## config.mk

```make
export PLATFORM = sky130hd
export DESIGN_NAME = addr_count_gen
export DESIGN_NICKNAME = d
export VERILOG_FILES = /design/src/rtl/addr_count_gen.sv
export SDC_FILE = /design/constraint.sdc
export NUM_CORES = 1
export LEC_CHECK = 0
export ABC_AREA = 1
export ABC_CLOCK_PERIOD_IN_PS = 3200
export BUFFER_PORTS_ARGS = -buffer_cell sky130_fd_sc_hd__buf_4
export CAP_MARGIN = 0
export CORE_UTILIZATION = 45
export DETAILED_ROUTE_END_ITERATION = 6
export PLACE_DENSITY_LB_ADDON = 0.25
export SKIP_LAST_GASP = 1
export SYNTH_ARGS = -nofsm -noshare
export SYNTH_HDL_FRONTEND = slang
export SYNTH_SLANG_ARGS = --single-unit
```

## constraint.sdc

```tcl
create_clock -name CLOCK -period 3.2 [get_ports CLOCK]
set_input_delay 0.16 -clock CLOCK [delete_from_list [all_inputs] [get_ports CLOCK]]
set_output_delay 0.16 -clock CLOCK [all_outputs]
set_load 0.03 [all_outputs]
```

## src/rtl/addr_count_gen.sv

```systemverilog
// Four-channel DMA address/count generator: CPU-programmed base/current registers,
// a working address/count pair that steps once per transfer, and sticky terminal-count flags.
module addr_count_gen (
    input  logic       CLOCK,
    input  logic       RESET,
    input  logic       CS_N,
    input  logic       IOW_N,
    input  logic [3:0] A_in,
    input  logic [7:0] DB_in,
    input  logic [1:0] ActiveChannel,
    input  logic       ldTempAddr,
    input  logic       AddrGen,
    input  logic       enAddrUp,
    input  logic       enAddrLo,
    input  logic [3:0] AddrDec,
    input  logic [3:0] AutoInit,
    output logic [7:0] UpperAddr,
    output logic [7:0] LowerAddr,
    output logic       TC,
    output logic       Carry,
    output logic [3:0] TCStatus
);

    logic [15:0] base_addr  [4];
    logic [15:0] base_count [4];
    logic [15:0] curr_addr  [4];
    logic [15:0] curr_count [4];
    logic [15:0] temp_addr;
    logic [15:0] temp_count;
    logic [1:0]  temp_ch;
    logic        temp_valid;
    logic        bpff;
    logic        iow_prev;

    logic        cpu_wr;
    logic        master_clr;
    logic        reg_wr;
    logic [1:0]  wr_ch;
    logic        write_back_ok;
    logic [15:0] next_addr;
    logic [15:0] next_count;

    always_comb begin
        cpu_wr        = !CS_N && !IOW_N && iow_prev;
        master_clr    = cpu_wr && (A_in == 4'hD);
        reg_wr        = cpu_wr && !A_in[3];
        wr_ch         = A_in[2:1];
        // A CPU write to the channel being serviced wins over its write-back
        write_back_ok = !(reg_wr && (wr_ch == temp_ch));
        next_addr     = AddrDec[temp_ch] ? (temp_addr - 16'd1) : (temp_addr + 16'd1);
        next_count    = temp_count - 16'd1;
        TC            = temp_valid && (temp_count == 16'h0000);
        Carry         = temp_valid &&
                        ((!AddrDec[temp_ch] && (temp_addr[7:0] == 8'hFF)) ||
                         ( AddrDec[temp_ch] && (temp_addr[7:0] == 8'h00)));
    end

    // Strobe edge detector: held-low IOW_N produces exactly one write
    always_ff @(posedge CLOCK) begin
        if (RESET) begin
            iow_prev <= 1'b1;
        end else begin
            iow_prev <= IOW_N;
        end
    end

    always_ff @(posedge CLOCK) begin
        if (RESET || master_clr) begin
            for (int i = 0; i < 4; i++) begin
                base_addr[i]  <= 16'h0000;
                base_count[i] <= 16'h0000;
                curr_addr[i]  <= 16'h0000;
                curr_count[i] <= 16'h0000;
            end
            temp_addr  <= 16'h0000;
            temp_count <= 16'h0000;
            temp_ch    <= 2'd0;
            temp_valid <= 1'b0;
            bpff       <= 1'b0;
            UpperAddr  <= 8'h00;
            LowerAddr  <= 8'h00;
            TCStatus   <= 4'h0;
        end else begin
            if (enAddrUp) begin
                UpperAddr <= temp_addr[15:8];
            end
            if (enAddrLo) begin
                LowerAddr <= temp_addr[7:0];
            end

            if (ldTempAddr) begin
                temp_addr  <= curr_addr[ActiveChannel];
                temp_count <= curr_count[ActiveChannel];
                temp_ch    <= ActiveChannel;
                temp_valid <= 1'b1;
            end else if (AddrGen) begin
                temp_addr  <= next_addr;
                temp_count <= next_count;
                if (write_back_ok) begin
                    if (TC && AutoInit[temp_ch]) begin
                        curr_addr[temp_ch]  <= base_addr[temp_ch];
                        curr_count[temp_ch] <= base_count[temp_ch];
                    end else begin
                        curr_addr[temp_ch]  <= next_addr;
                        curr_count[temp_ch] <= next_count;
                    end
                end
                if (TC) begin
                    TCStatus[temp_ch] <= 1'b1;
                    temp_valid        <= 1'b0;
                end
            end

            // Register writes come last so a count write's TC clear overrides a same-cycle set
            if (reg_wr) begin
                if (A_in[0]) begin
                    if (bpff) begin
                        base_count[wr_ch][15:8] <= DB_in;
                        curr_count[wr_ch][15:8] <= DB_in;
                    end else begin
                        base_count[wr_ch][7:0] <= DB_in;
                        curr_count[wr_ch][7:0] <= DB_in;
                    end
                    TCStatus[wr_ch] <= 1'b0;
                end else begin
                    if (bpff) begin
                        base_addr[wr_ch][15:8] <= DB_in;
                        curr_addr[wr_ch][15:8] <= DB_in;
                    end else begin
                        base_addr[wr_ch][7:0] <= DB_in;
                        curr_addr[wr_ch][7:0] <= DB_in;
                    end
                end
                bpff <= ~bpff;
            end else if (cpu_wr && (A_in == 4'hC)) begin
                bpff <= 1'b0;
            end
        end
    end

endmodule

```

# Yosys cells after proc, flatten, opt, wreduce, memory -nomap -nowiden
# Memories as Yosys holds them, arrays and structs flattened. A register that Yosys moved wholly into a read port is not among the register bits.
# Index checks and enable logic that the tools add are counted.
dict set report totals {
  wordCells 141
  out_inout_bits 22
  ram_bits 256
  regBits 57
  in_bits 30
  memories 4
}
dict set report op_classes {
  addsub 3
  n_reduce_logical 31
  n_bitwise 6
  magnitude_cmp 4
  mux 80
  eq_ne 4
}
# name words word_bits read_ports rd_clocked_by_memory_dff write_ports line
set mem_list {}
lappend mem_list {base_addr 4 16 1 1 4 24} ;# logic [15:0] base_addr [4];
lappend mem_list {base_count 4 16 1 1 4 25} ;# logic [15:0] base_count [4];
lappend mem_list {curr_addr 4 16 1 0 4 26} ;# logic [15:0] curr_addr [4];
lappend mem_list {curr_count 4 16 1 0 4 27} ;# logic [15:0] curr_count [4];
# operator n
set ops {}
lappend ops {{two-way mux 16 bit} 13}
lappend ops {{OR reduction 16 bit} 6}
lappend ops {{two-way mux 1 bit} 43}
lappend ops {{subtractor 16 x 1 -> 16 bit (second input constant)} 2}
lappend ops {{two-way mux 2 bit} 14}
lappend ops {{two-way mux 4 bit} 6}
lappend ops {{adder 16 x 1 -> 16 bit (second input constant)} 1}
lappend ops {{logical NOT 16 bit} 1}
lappend ops {{logical AND 1 bit} 13}
lappend ops {{== test 4 bit (second input constant)} 2}
lappend ops {{== test 8 bit (second input constant)} 1}
lappend ops {{logical NOT 8 bit} 1}
lappend ops {{less-than comparator 2 x 3 -> 1 bit (second input constant)} 2}
lappend ops {{nonzero test 2 bit} 3}
lappend ops {{AND 4 bit} 1}
lappend ops {{binary-select mux 1 bit (select 2 bit)} 2}
lappend ops {{demux 1 bit (select 2 bit)} 2}
lappend ops {{>= comparator 2 x 1 -> 1 bit (second input constant)} 2}
lappend ops {{logical NOT 1 bit} 4}
lappend ops {{NOT 4 bit} 1}
lappend ops {{bitwise OR 4 bit} 1}
lappend ops {{== test 2 bit} 1}
lappend ops {{logical OR 1 bit} 2}
lappend ops {{bitwise OR 1 bit} 2}
lappend ops {{other kinds (2)} 2}

# Depth between registers and ports, before layout
# Gate-level depths: netlist of the first run.
dict set report depth {
  ltp_word 13
  mapped_depth 18
  depth_no_buf 18
}

# Worst setup path before layout of the first run
# No wires, ideal clock.
dict set report synth_path {
  kind {reg-to-reg}
  startpoint {register temp_ch[0]}
  endpoint {memory curr_addr[3][8] (data pin)}
  required_ns 2.946
  path_stages_with_launch 16
  period_less_slack_ns 2.589
  slack_ns 0.611
  path_buffers 0
  arrival_ns 2.335
  setup_time_ns 0.254
  path_cell_list {dfxtp_1 -> inv_2 -> nand2_1 -> nand2_1 -> nand2_1 -> nand2_1 -> fa_1 -> nand3_1 -> nand3_1 -> nand2_1 -> nand2_1 -> or2_2 -> nand2_1 -> nand2_1 -> nand3_1 -> nand2_1}
}
# item line
set synth_lines {}
lappend synth_lines {{from (decl)} 30} ;# logic [1:0] temp_ch;
lappend synth_lines {{from (signal assigned)} 94} ;# temp_ch <= ActiveChannel;
lappend synth_lines {{to (decl)} 26}

==> results of run 1 <==
-- worst register-to-register path: stages, from the launching register on --
cell and delay (ns):
dfxtp_1 0.47, inv_2 0.11, nand2_1 0.07, nand2_1 0.04, nand2_1 0.08, nand2_1 0.06
buf_4 0.20, ha_1 0.36, nand2_1 0.15, inv_1 0.05, a21oi_1 0.14, nand2_1 0.15
nand2_1 0.12, nand2_1 0.06, nand2_1 0.08, nand3_1 0.20, nand3_1 0.15, nand2_1 0.05
-- logic make-up after synthesis --
family          synth area share
simple gates               0.264
flops                      0.547
buf+inv                   0.0726
compound gates            0.0923
xor+xnor                  0.0108
fa+ha+maj                 0.0136
-- per-stage QoR --
stage / utilization / hold WS, ns / worst slack (ns) / cell area (um2) / total power, uW
after floorplan: - / 0.264 / 0.611 / 16200 / 5720
after global placement: 0.486 / 0.360 / 0.493 / 17200 / 6190
after detailed placement: 0.486 / 0.368 / 0.411 / 17200 / 6210
after CTS: 0.516 / 0.0295 / 0.401 / 18300 / 9910
after global routing: 0.516 / 0.0627 / 0.0901 / 18300 / 10200
final: 0.516 / 0.0442 / 0.400 / 18300 / 9910
-- layer usage --
layer / vias up / GRT usage
met5: - / 0
met4: 0 / 0.125
met3: 134 / 0.0555
met2: 752 / 0.499
met1: 6606 / 0.379
li1: 6541 / -
-- what timing repair did --
item / 4_1_cts / 5_1_grt
hold endpoints to repair: 17 / 0
hold buffers: 4 / 0
setup buffers: 0 / 0
-- cells in the mapped netlist (all sizes together) --
| cell type | number | area, um2 |
|---|---|---|
| xnor2 | 7 | 61.3 |
| fa | 1 | 20.0 |
| nand3b | 2 | 15.0 |
| nor3 | 7 | 35.0 |
| ha | 16 | 200 |
| o21ai | 81 | 439 |
| a221oi | 1 | 8.76 |
| and2 | 1 | 6.26 |
| or2 | 6 | 37.5 |
| nand4 | 3 | 18.8 |
| clkinv | 2 | 7.51 |
| xor2 | 13 | 114 |
| o22a | 2 | 17.5 |
| nand2 | 679 | 2570 |
| inv | 209 | 787 |
| o21a | 5 | 37.5 |
| clkbuf | 47 | 176 |
| nand3 | 178 | 906 |
| a32o | 15 | 150 |
| a21oi | 87 | 435 |
| o22ai | 33 | 206 |
| o221ai | 1 | 8.76 |
| buf | 40 | 206 |
| a31oi | 18 | 113 |
| a211oi | 1 | 7.51 |
| edfxtp | 256 | 7690 |
| a22o | 5 | 43.8 |
| o211ai | 1 | 7.51 |
| a22oi | 3 | 22.5 |
| nor4 | 2 | 12.5 |
| dfxtp | 59 | 1180 |
| nor2 | 158 | 683 |
-- state kept, by name, indices dropped and copies added (netlist names), named ones only --
name and cells:
base_addr 64, temp_ch 2, base_count 64, temp_valid 1, TCStatus 4, curr_addr 64
bpff 1, curr_count 64, iow_prev 1, UpperAddr 8, temp_count 16, LowerAddr 8
temp_addr 16
-- cell type report --
| type | count | area, um2 |
|---|---|---|
| clock buffers | 45 | 933 |
| clock inverters | 17 | 95.1 |
| fillers | 3346 | 17200 |
| inverters | 211 | 795 |
| multi-input cells | 1326 | 6190 |
| flip-flops and latches | 315 | 8870 |
| well taps | 461 | 577 |
| repair buffers | 107 | 851 |
-- power by group through the flow --
stage               registers [uW]  logic [uW]  clock network, uW
floorplan                     4800         913                  0
global placement              4820        1370                  0
detailed placement            4820        1380                  0
CTS                           4740        1400               3770
global route                  4760        1560               3930
finish                        4740        1420               3750
-- worst max-delay path by stage --
stage / slack (ns) / to / cells past startpoint
floorplan: 0.61 / curr_addr[3][8]$_DFFE_PP_ / 15
global placement: 0.49 / curr_addr[3][11]$_DFFE_PP_ / 9
detailed placement: 0.41 / curr_addr[0][8]$_DFFE_PP_ / 16
CTS: 0.40 / curr_addr[0][8]$_DFFE_PP_ / 16
global route: 0.09 / curr_addr[0][11]$_DFFE_PP_ / 18
finish: 0.40 / curr_addr[3][15]$_DFFE_PP_ / 17
==> run metrics, run 1 <==
Wirelength per Cell 21.4 um; worst path bufs/invs 3; Worst slew margin 0.330; TritonCTS clock tree done; hold path cells 3; combinational share of power 0.143; max-slew violations 0; Row Count 69; final worst-path cycle share 0.875; commonest non-fill, non-tap cells in the layout nand2_1, edfxtp_1, inv_1; met3 WL 5.30 mm; Worst IR Drop VDD between 0.0003 and 0.0004 V; R2R depth 17; Detail Placement HPWL roughly 36 mm; minimum clock period between 2 and 3 ns; WP data required about 3.5 ns; Sink Count around 320; initial core utilization 0.457; Unique masters post-synth 45; post-CTS sizing 0; Syn Area/Cell between 8 and 9 um2; M1 wire length between 20 and 25 mm; Crit Path Max Fanout 17; Max Used Layer met4; Antenna Cells 0; register area share after synthesis 0.547; crit path cell chain inv_2 > nand2_1 > nand2_1 > nand2_1 > nand2_1 > buf_4 > ha_1 > nand2_1 > inv_1 > a21oi_1 > nand2_1 > nand2_1 > nand2_1 > nand2_1 > nand3_1 > nand3_1 > nand2_1; Top Family by Delay on Critical Path simple AND/OR/NAND/NOR gates; DRC Markers 0; maximum root-to-sink buffer count 3; largest net degree at the start of global routing 68; Die Footprint 36800 um2; status completed; Int Pwr 7130 uW; die height roughly 190 um; Via Count 14000; IO Pins 52; synthesized flop and latch total 315; Mapped Area 16200 um2; first-pass detailed-route iteration total 6; clock skew between 0.02 and 0.025 ns; clock power share 0.379; Switch Pwr around 2800 uW; most common cell after layout, fill and taps aside nand2_1; crit-path most repeated cell nand2_1; vias in the first global route between 10000 and 15000; vias per cell 5.65; remaining antenna violation count after routing 0; drt first-iter violations around 1400; Crit. Startpoint temp_ch[0]$_SDFFE_PP0P_; total grt overflow 0; RSZ-0062 raised after global routing no; worst r2r src temp_ch[0]$_SDFFE_PP0P_; Syn. warnings 0; Post-Route Setup TNS 0 ns; CP max stage cell dfxtp_1; setup violators final 0; R2R Setup Slk about 0.4 ns; WHS Endpoint curr_count[3][8]$_DFFE_PP_; Setup crit end kind register; Final Hold Fails 0; crit path launch type register; kind of critical path reg -> reg; root buf cell clkbuf_16; Clk pin slew, worst setup/hold paths approximately 0.060 ns; routed wire length between 50 and 60 mm; later-pin clock latency in the skew report around 0.55 ns; first-pass GRT wire length about 80 mm; Reg-to-Reg End curr_addr[3][15]$_DFFE_PP_; dpl cells ~2400; PD cells between 500 and 600 nW/um2; Critical Path Max Stage Delay around 0.47 ns; worst slew pin tran ~1 ns; GRT Util Overall 0.299; Syn Nets roughly 2000; total CTS buffers 35; critical path data arrival time 3.09 ns; nets@finish around 2000; max_cap viols 0; switch share 0.280; Worst Hold Class in -> reg; final cell count without fillers between 2000 and 2500; Post-Synthesis Cells 1939; die width 192 um; Worst Hold Launch DB_in[0]; Area growth, synth to finish 12.8%; I/O Buffers between 50 and 60; initial antenna violation count 0; CTS H-tree lvls 2; part of the power in registers 0.478; share of layout cells above drive strength 1 0.107; met2 WL post-DR about 25 mm; core region area 35500 um2; routability cong. 0.946; Max Fclk 357 MHz; Leak 0.00852 uW
Power figures use the tool's default switching activity.
==> run 2, diff against run 1 <==
--- a/config.mk
+++ b/config.mk
@@ -9,6 +9,7 @@
 export ABC_CLOCK_PERIOD_IN_PS = 3200
 export BUFFER_PORTS_ARGS = -buffer_cell sky130_fd_sc_hd__buf_4
 export CAP_MARGIN = 0
+export CORE_ASPECT_RATIO = 1.4
 export CORE_UTILIZATION = 45
 export DETAILED_ROUTE_END_ITERATION = 6
 export PLACE_DENSITY_LB_ADDON = 0.25
==> run 2 against run 1 <==
Clock power increased by 5.6%; die area about the same; critical path depth decreased by 1; via count about the same; combinational power about the same; cell count decreased by 0.44%; design area about the same; highest routed layer unchanged.
==> run metrics, run 2 (synthesis results as in run 1) <==
Area after DPL 17200 um2; final cell count without fillers between 2000 and 2500; root buf cell clkbuf_16; area of the multi-input gates approximately 6200 um2; most common cell after layout, fill and taps aside nand2_1; share of layout cells above drive strength 1 0.104; CTS H-tree lvls 2; met2 WL post-DR ~26 mm; vias in the first global route about 14000; register area 8870 um2; total grt overflow 0; commonest non-fill, non-tap cells in the layout nand2_1, edfxtp_1, inv_1; final core occ 0.519; R2R Setup Slk 0.35 ns; max-slew violations 0; PD cells 552 nW/um2; Post-Route Setup TNS 0 ns; TritonCTS clock tree done; met3 WL ~3.6 mm; IO Pins 52; Clk pin slew, worst setup/hold paths around 0.070 ns; core region area approximately 35000 um2; fill count 3301; Die Footprint 36800 um2; nets@finish slightly above 2000; minimum clock period 2.85 ns; Worst IR Drop VDD 0.000376 V; Final Cell Area around 18000 um2; I/O Buffers 51; Crit. Startpoint temp_ch[0]$_SDFFE_PP0P_; initial antenna violation count 0; crit path capture curr_addr[0][5]$_DFFE_PP_; DRC Markers 0; kind of critical path reg -> reg; Reg-to-Reg End curr_addr[0][5]$_DFFE_PP_; final worst-path cycle share 0.892; status completed; Final Hold Fails 0; remaining antenna violation count after routing 0; clock skew a little under 0.02 ns; maximum root-to-sink buffer count 3; R2R depth 16; vias per cell about 5.7; Setup crit end kind register; critical path data arrival time between 3 and 4 ns; largest net degree at the start of global routing just under 70; worst slew pin tran approximately 1.2 ns; post-CTS sizing 0; dpl cells between 2000 and 2500; crit path launch type register; Crit Path Max Fanout 17; initial core utilization 0.460; M1 wire length slightly below 20 mm; drt first-iter violations 1633; later-pin clock latency in the skew report 0.53 ns; Via Count around 14000; Detail Placement HPWL approximately 36 mm; GRT Util Overall 0.287; worst r2r src temp_ch[0]$_SDFFE_PP0P_; routed wire length between 50 and 60 mm; Row Count 81; Wirelength per Cell approximately 21 um; Sink Count ~320; Max Used Layer met4; Area growth, synth to finish 12.9%; die height 227 um; setup violators final 0; Max Fclk around 350 MHz; max_cap viols 0; Worst Hold Class in -> reg; first-pass GRT wire length ~78 mm; RSZ-0062 raised after global routing no; Antenna Cells 0; WP data required around 3.6 ns; Design Power 10100 uW; routability cong. between 0.9 and 1; Leak approximately 0.0085 uW; total CTS buffers 34; die width ~160 um; Worst slew margin 0.200; first-pass detailed-route iteration total 7
-- run 2: per-layer routing --
| layer | vias to the layer above | track usage |
|---|---|---|
| met2 | 712 | 0.502 |
| met1 | 6584 | 0.326 |
| met3 | 201 | 0.0375 |
| met4 | 0 | 0.191 |
| li1 | 6532 | - |
| met5 | - | 0 |
-- run 2: report_power, final --
part,total (uW),internal (uW),switching (uW)
Clock,3960,2300,1660
Combinational,1410,420,991
Sequential,4740,4640,104
-- run 2: critical path: stages (launching register included) --
cell and delay, ns:
dfxtp_1 0.48, inv_2 0.11, nand2_1 0.07, nand2_1 0.05, nand2_1 0.09, nand2_1 0.06
buf_4 0.20, ha_1 0.38, nand2_1 0.10, inv_1 0.06, nand3_1 0.06, nand2_1 0.14
xor2_1 0.44, nand2_1 0.10, o21ai_1 0.20, nand2_1 0.10, nand2_1 0.08
-- run 2: cell type report --
| type | instances | area share |
|---|---|---|
| multi-input cells | 1326 | 0.338 |
| inverters | 211 | 0.0434 |
| flip-flops and latches | 315 | 0.484 |
| well taps | 456 | 0.0311 |
| repair buffers | 102 | 0.0437 |
| clock buffers | 44 | 0.0507 |
| clock inverters | 17 | 0.00901 |
-- run 2: how the worst min path moves through the flow --
stage | startpoint | slack (ns) | cells after the start | to
after global placement | IOW_N | 0.36 | 2 | iow_prev$_SDFF_PP1_
final | DB_in[0] | 0.03 | 3 | curr_addr[3][8]$_DFFE_PP_
after global routing | RESET | 0.05 | 3 | temp_count[13]$_SDFFE_PP0P_
after detailed placement | IOW_N | 0.36 | 2 | iow_prev$_SDFF_PP1_
after floorplan | RESET | 0.26 | 1 | iow_prev$_SDFF_PP1_
after CTS | DB_in[0] | 0.008 | 3 | curr_addr[3][8]$_DFFE_PP_
-- run 2: timing repair --
item / in CTS / in global routing
endpoints found under the hold margin: 17 / 0
buffers inserted: 0 / 0
hold buffers: 4 / 0
setup endpoints to repair: 0 / 0
-- run 2: metrics by stage --
step                hold WS (ns)  setup slack [ns]
finish                    0.0348             0.346
global route              0.0476             0.136
CTS                      0.00813             0.403
detailed placement         0.362             0.413
global placement           0.359             0.488
floorplan                  0.264             0.611
==> run 3, diff against run 2 <==
--- a/config.mk
+++ b/config.mk
@@ -7,7 +7,7 @@
 export LEC_CHECK = 0
 export ABC_AREA = 1
 export ABC_CLOCK_PERIOD_IN_PS = 3200
-export BUFFER_PORTS_ARGS = -buffer_cell sky130_fd_sc_hd__buf_4
+export BUFFER_PORTS_ARGS = -buffer_cell sky130_fd_sc_hd__clkbuf_2
 export CAP_MARGIN = 0
 export CORE_ASPECT_RATIO = 1.4
 export CORE_UTILIZATION = 45
==> run 3 against run 2 <==
Clock-buffer cell count grew 3; maximum frequency grew 5.2%; total power down 0.65%; worst setup slack gained 0.14 ns; flip-flop and latch count unchanged; global-route usage increased by 0.37 points; worst hold slack improved by 0.079 ns; clock power down 2%.
==> run metrics, run 3 (synthesis results as in run 1) <==
DRC Markers 0; final worst-path cycle share 0.848; fill count 3312; Leak 0.00847 uW; Die Footprint approximately 37000 um2; Critical Path Max Stage Delay 0.35 ns; Worst IR Drop VDD between 0.0003 and 0.0004 V; most common cell after layout, fill and taps aside nand2_1; minimum clock period around 2.7 ns; Final Hold Fails 0; clock skew 0.0261 ns; GRT Util Overall 0.291; IO Pins 52; crit path cell chain buf_4 > nand2_1 > nand2_1 > nand2_1 > nand2_1 > buf_4 > ha_1 > nand2_1 > inv_1 > nand3_1 > nand2_1 > nand2_1 > nand2_1 > nand2_1 > nand2_1 > nand2_1 > nand2_1 > nand2_1 > nand2_1; total CTS buffers 34; status completed; Crit Path Max Fanout 17; Detail Placement HPWL 36.3 mm; commonest non-fill, non-tap cells in the layout nand2_1, edfxtp_1, inv_1; worst slew pin tran about 1.2 ns; Sink Count approximately 320; later-pin clock latency in the skew report around 0.54 ns; CP max stage cell dfxtp_1; die width 162 um; Top Family by Delay on Critical Path simple AND/OR/NAND/NOR gates; routability cong. just under 1; post-CTS setup buffers 0; kind of critical path reg -> reg; maximum root-to-sink buffer count 3; Antenna Cells 0; worst path bufs/invs 3; Area growth, synth to finish 12.0%; final core occ 0.515; crit path launch type register; max_cap viols 0; max-slew violations 0; Worst Hold Class in -> reg; nets@finish approximately 2000; remaining antenna violation count after routing 0; CTS H-tree lvls 2; I/O Buffers 51; die height between 200 and 250 um; routed wire length about 52 mm; Wirelength per Cell ~21 um; Row Count between 80 and 90; drt first-iter violations between 1000 and 1500; core region area ~35000 um2; vias per cell between 5 and 6; share of layout cells above drive strength 1 0.105; first-pass GRT wire length ~80 mm; setup violators final 0; post-CTS sizing 0; root buf cell clkbuf_16; initial antenna violation count 0; vias in the first global route about 14000; largest net degree at the start of global routing 65; Via Count around 14000; Max Fclk 369 MHz; Post-Route Setup TNS 0 ns; critical path data arrival time approximately 3.0 ns; total grt overflow 0; TritonCTS clock tree done; WP data required 3.48 ns; Worst slew margin 0.184; Clk pin slew, worst setup/hold paths around 0.06 ns; RSZ-0062 raised after global routing no; first-pass detailed-route iteration total 5; PD cells 553 nW/um2; Setup crit end kind register; crit-path most repeated cell nand2_1; initial core utilization 0.460
run 3: cell types whose count changed in the layout (fill, tap and decap cells not counted), sizes merged:
| cell | before | now |
|---|---|---|
| bufinv | 3 | 2 |
| clkinvlp | 2 | 4 |
| clkbuf | 44 | 98 |
| inv | 209 | 210 |
| clkinv | 14 | 9 |
| buf | 98 | 47 |
run 3: power breakdown:
| part | total, uW | switching (uW) | leakage, uW | internal, uW |
|---|---|---|---|---|
| logic | 1400 | 996 | 0.00481 | 402 |
| registers | 4740 | 103 | 0.00314 | 4640 |
| clock network | 3900 | 1650 | 0.000517 | 2250 |
run 3: area by class of cell:
cell class | instances | area [um2] | area share
inverters | 211 | 795 | 0.0437
clock buffers | 47 | 951 | 0.0523
clock inverters | 14 | 134 | 0.00737
flip-flops and latches | 315 | 8870 | 0.488
multi-input cells | 1326 | 6190 | 0.341
well taps | 456 | 571 | 0.0314
repair buffers | 102 | 661 | 0.0364
run 3: worst paths after layout:
| kind | cells past startpoint | start | to | slack (ns) |
|---|---|---|---|---|
| worst max-delay path | 19 | temp_ch[0]$_SDFFE_PP0P_ | curr_addr[3][9]$_DFFE_PP_ | 0.49 |
| worst min-delay path | 3 | DB_in[0] | curr_count[3][8]$_DFFE_PP_ | 0.11 |
| worst max register to register | 19 | temp_ch[0]$_SDFFE_PP0P_ | curr_addr[3][9]$_DFFE_PP_ | 0.49 |
| worst min register to register | 2 | UpperAddr[1]$_SDFFE_PP0P_ | UpperAddr[1]$_SDFFE_PP0P_ | 0.46 |
run 3: worst min-delay path: cells and delay by family:
kind                   cells  cell delay, ns
AND/OR/NAND/NOR            2            0.15
buffers and inverters      1            0.22
run 3: through the flow:
step	hold slack (ns)	area, um2	std cells	setup slack [ns]	total power, uW
3_3_place_gp	0.363	17000	2406	0.577	6170
2_1_floorplan	0.264	16200	1939	0.611	5720
4_1_cts	0.0966	18200	2471	0.506	10000
3_5_place_dp	0.372	17000	2406	0.514	6200
6_report	0.114	18200	2471	0.487	10000
5_1_grt	0.141	18200	2471	0.251	10400
run 3: per-layer routing:
metal	share of wire	global-route usage
met1	0.37	0.332
met3	0.068	0.0388
met5	0	0
met4	0.065	0.191
met2	0.49	0.507
run 3: timing repair:
item,CTS,global route
setup endpoints to repair,0,0
hold endpoints to repair,17,0
hold buffers,4,0
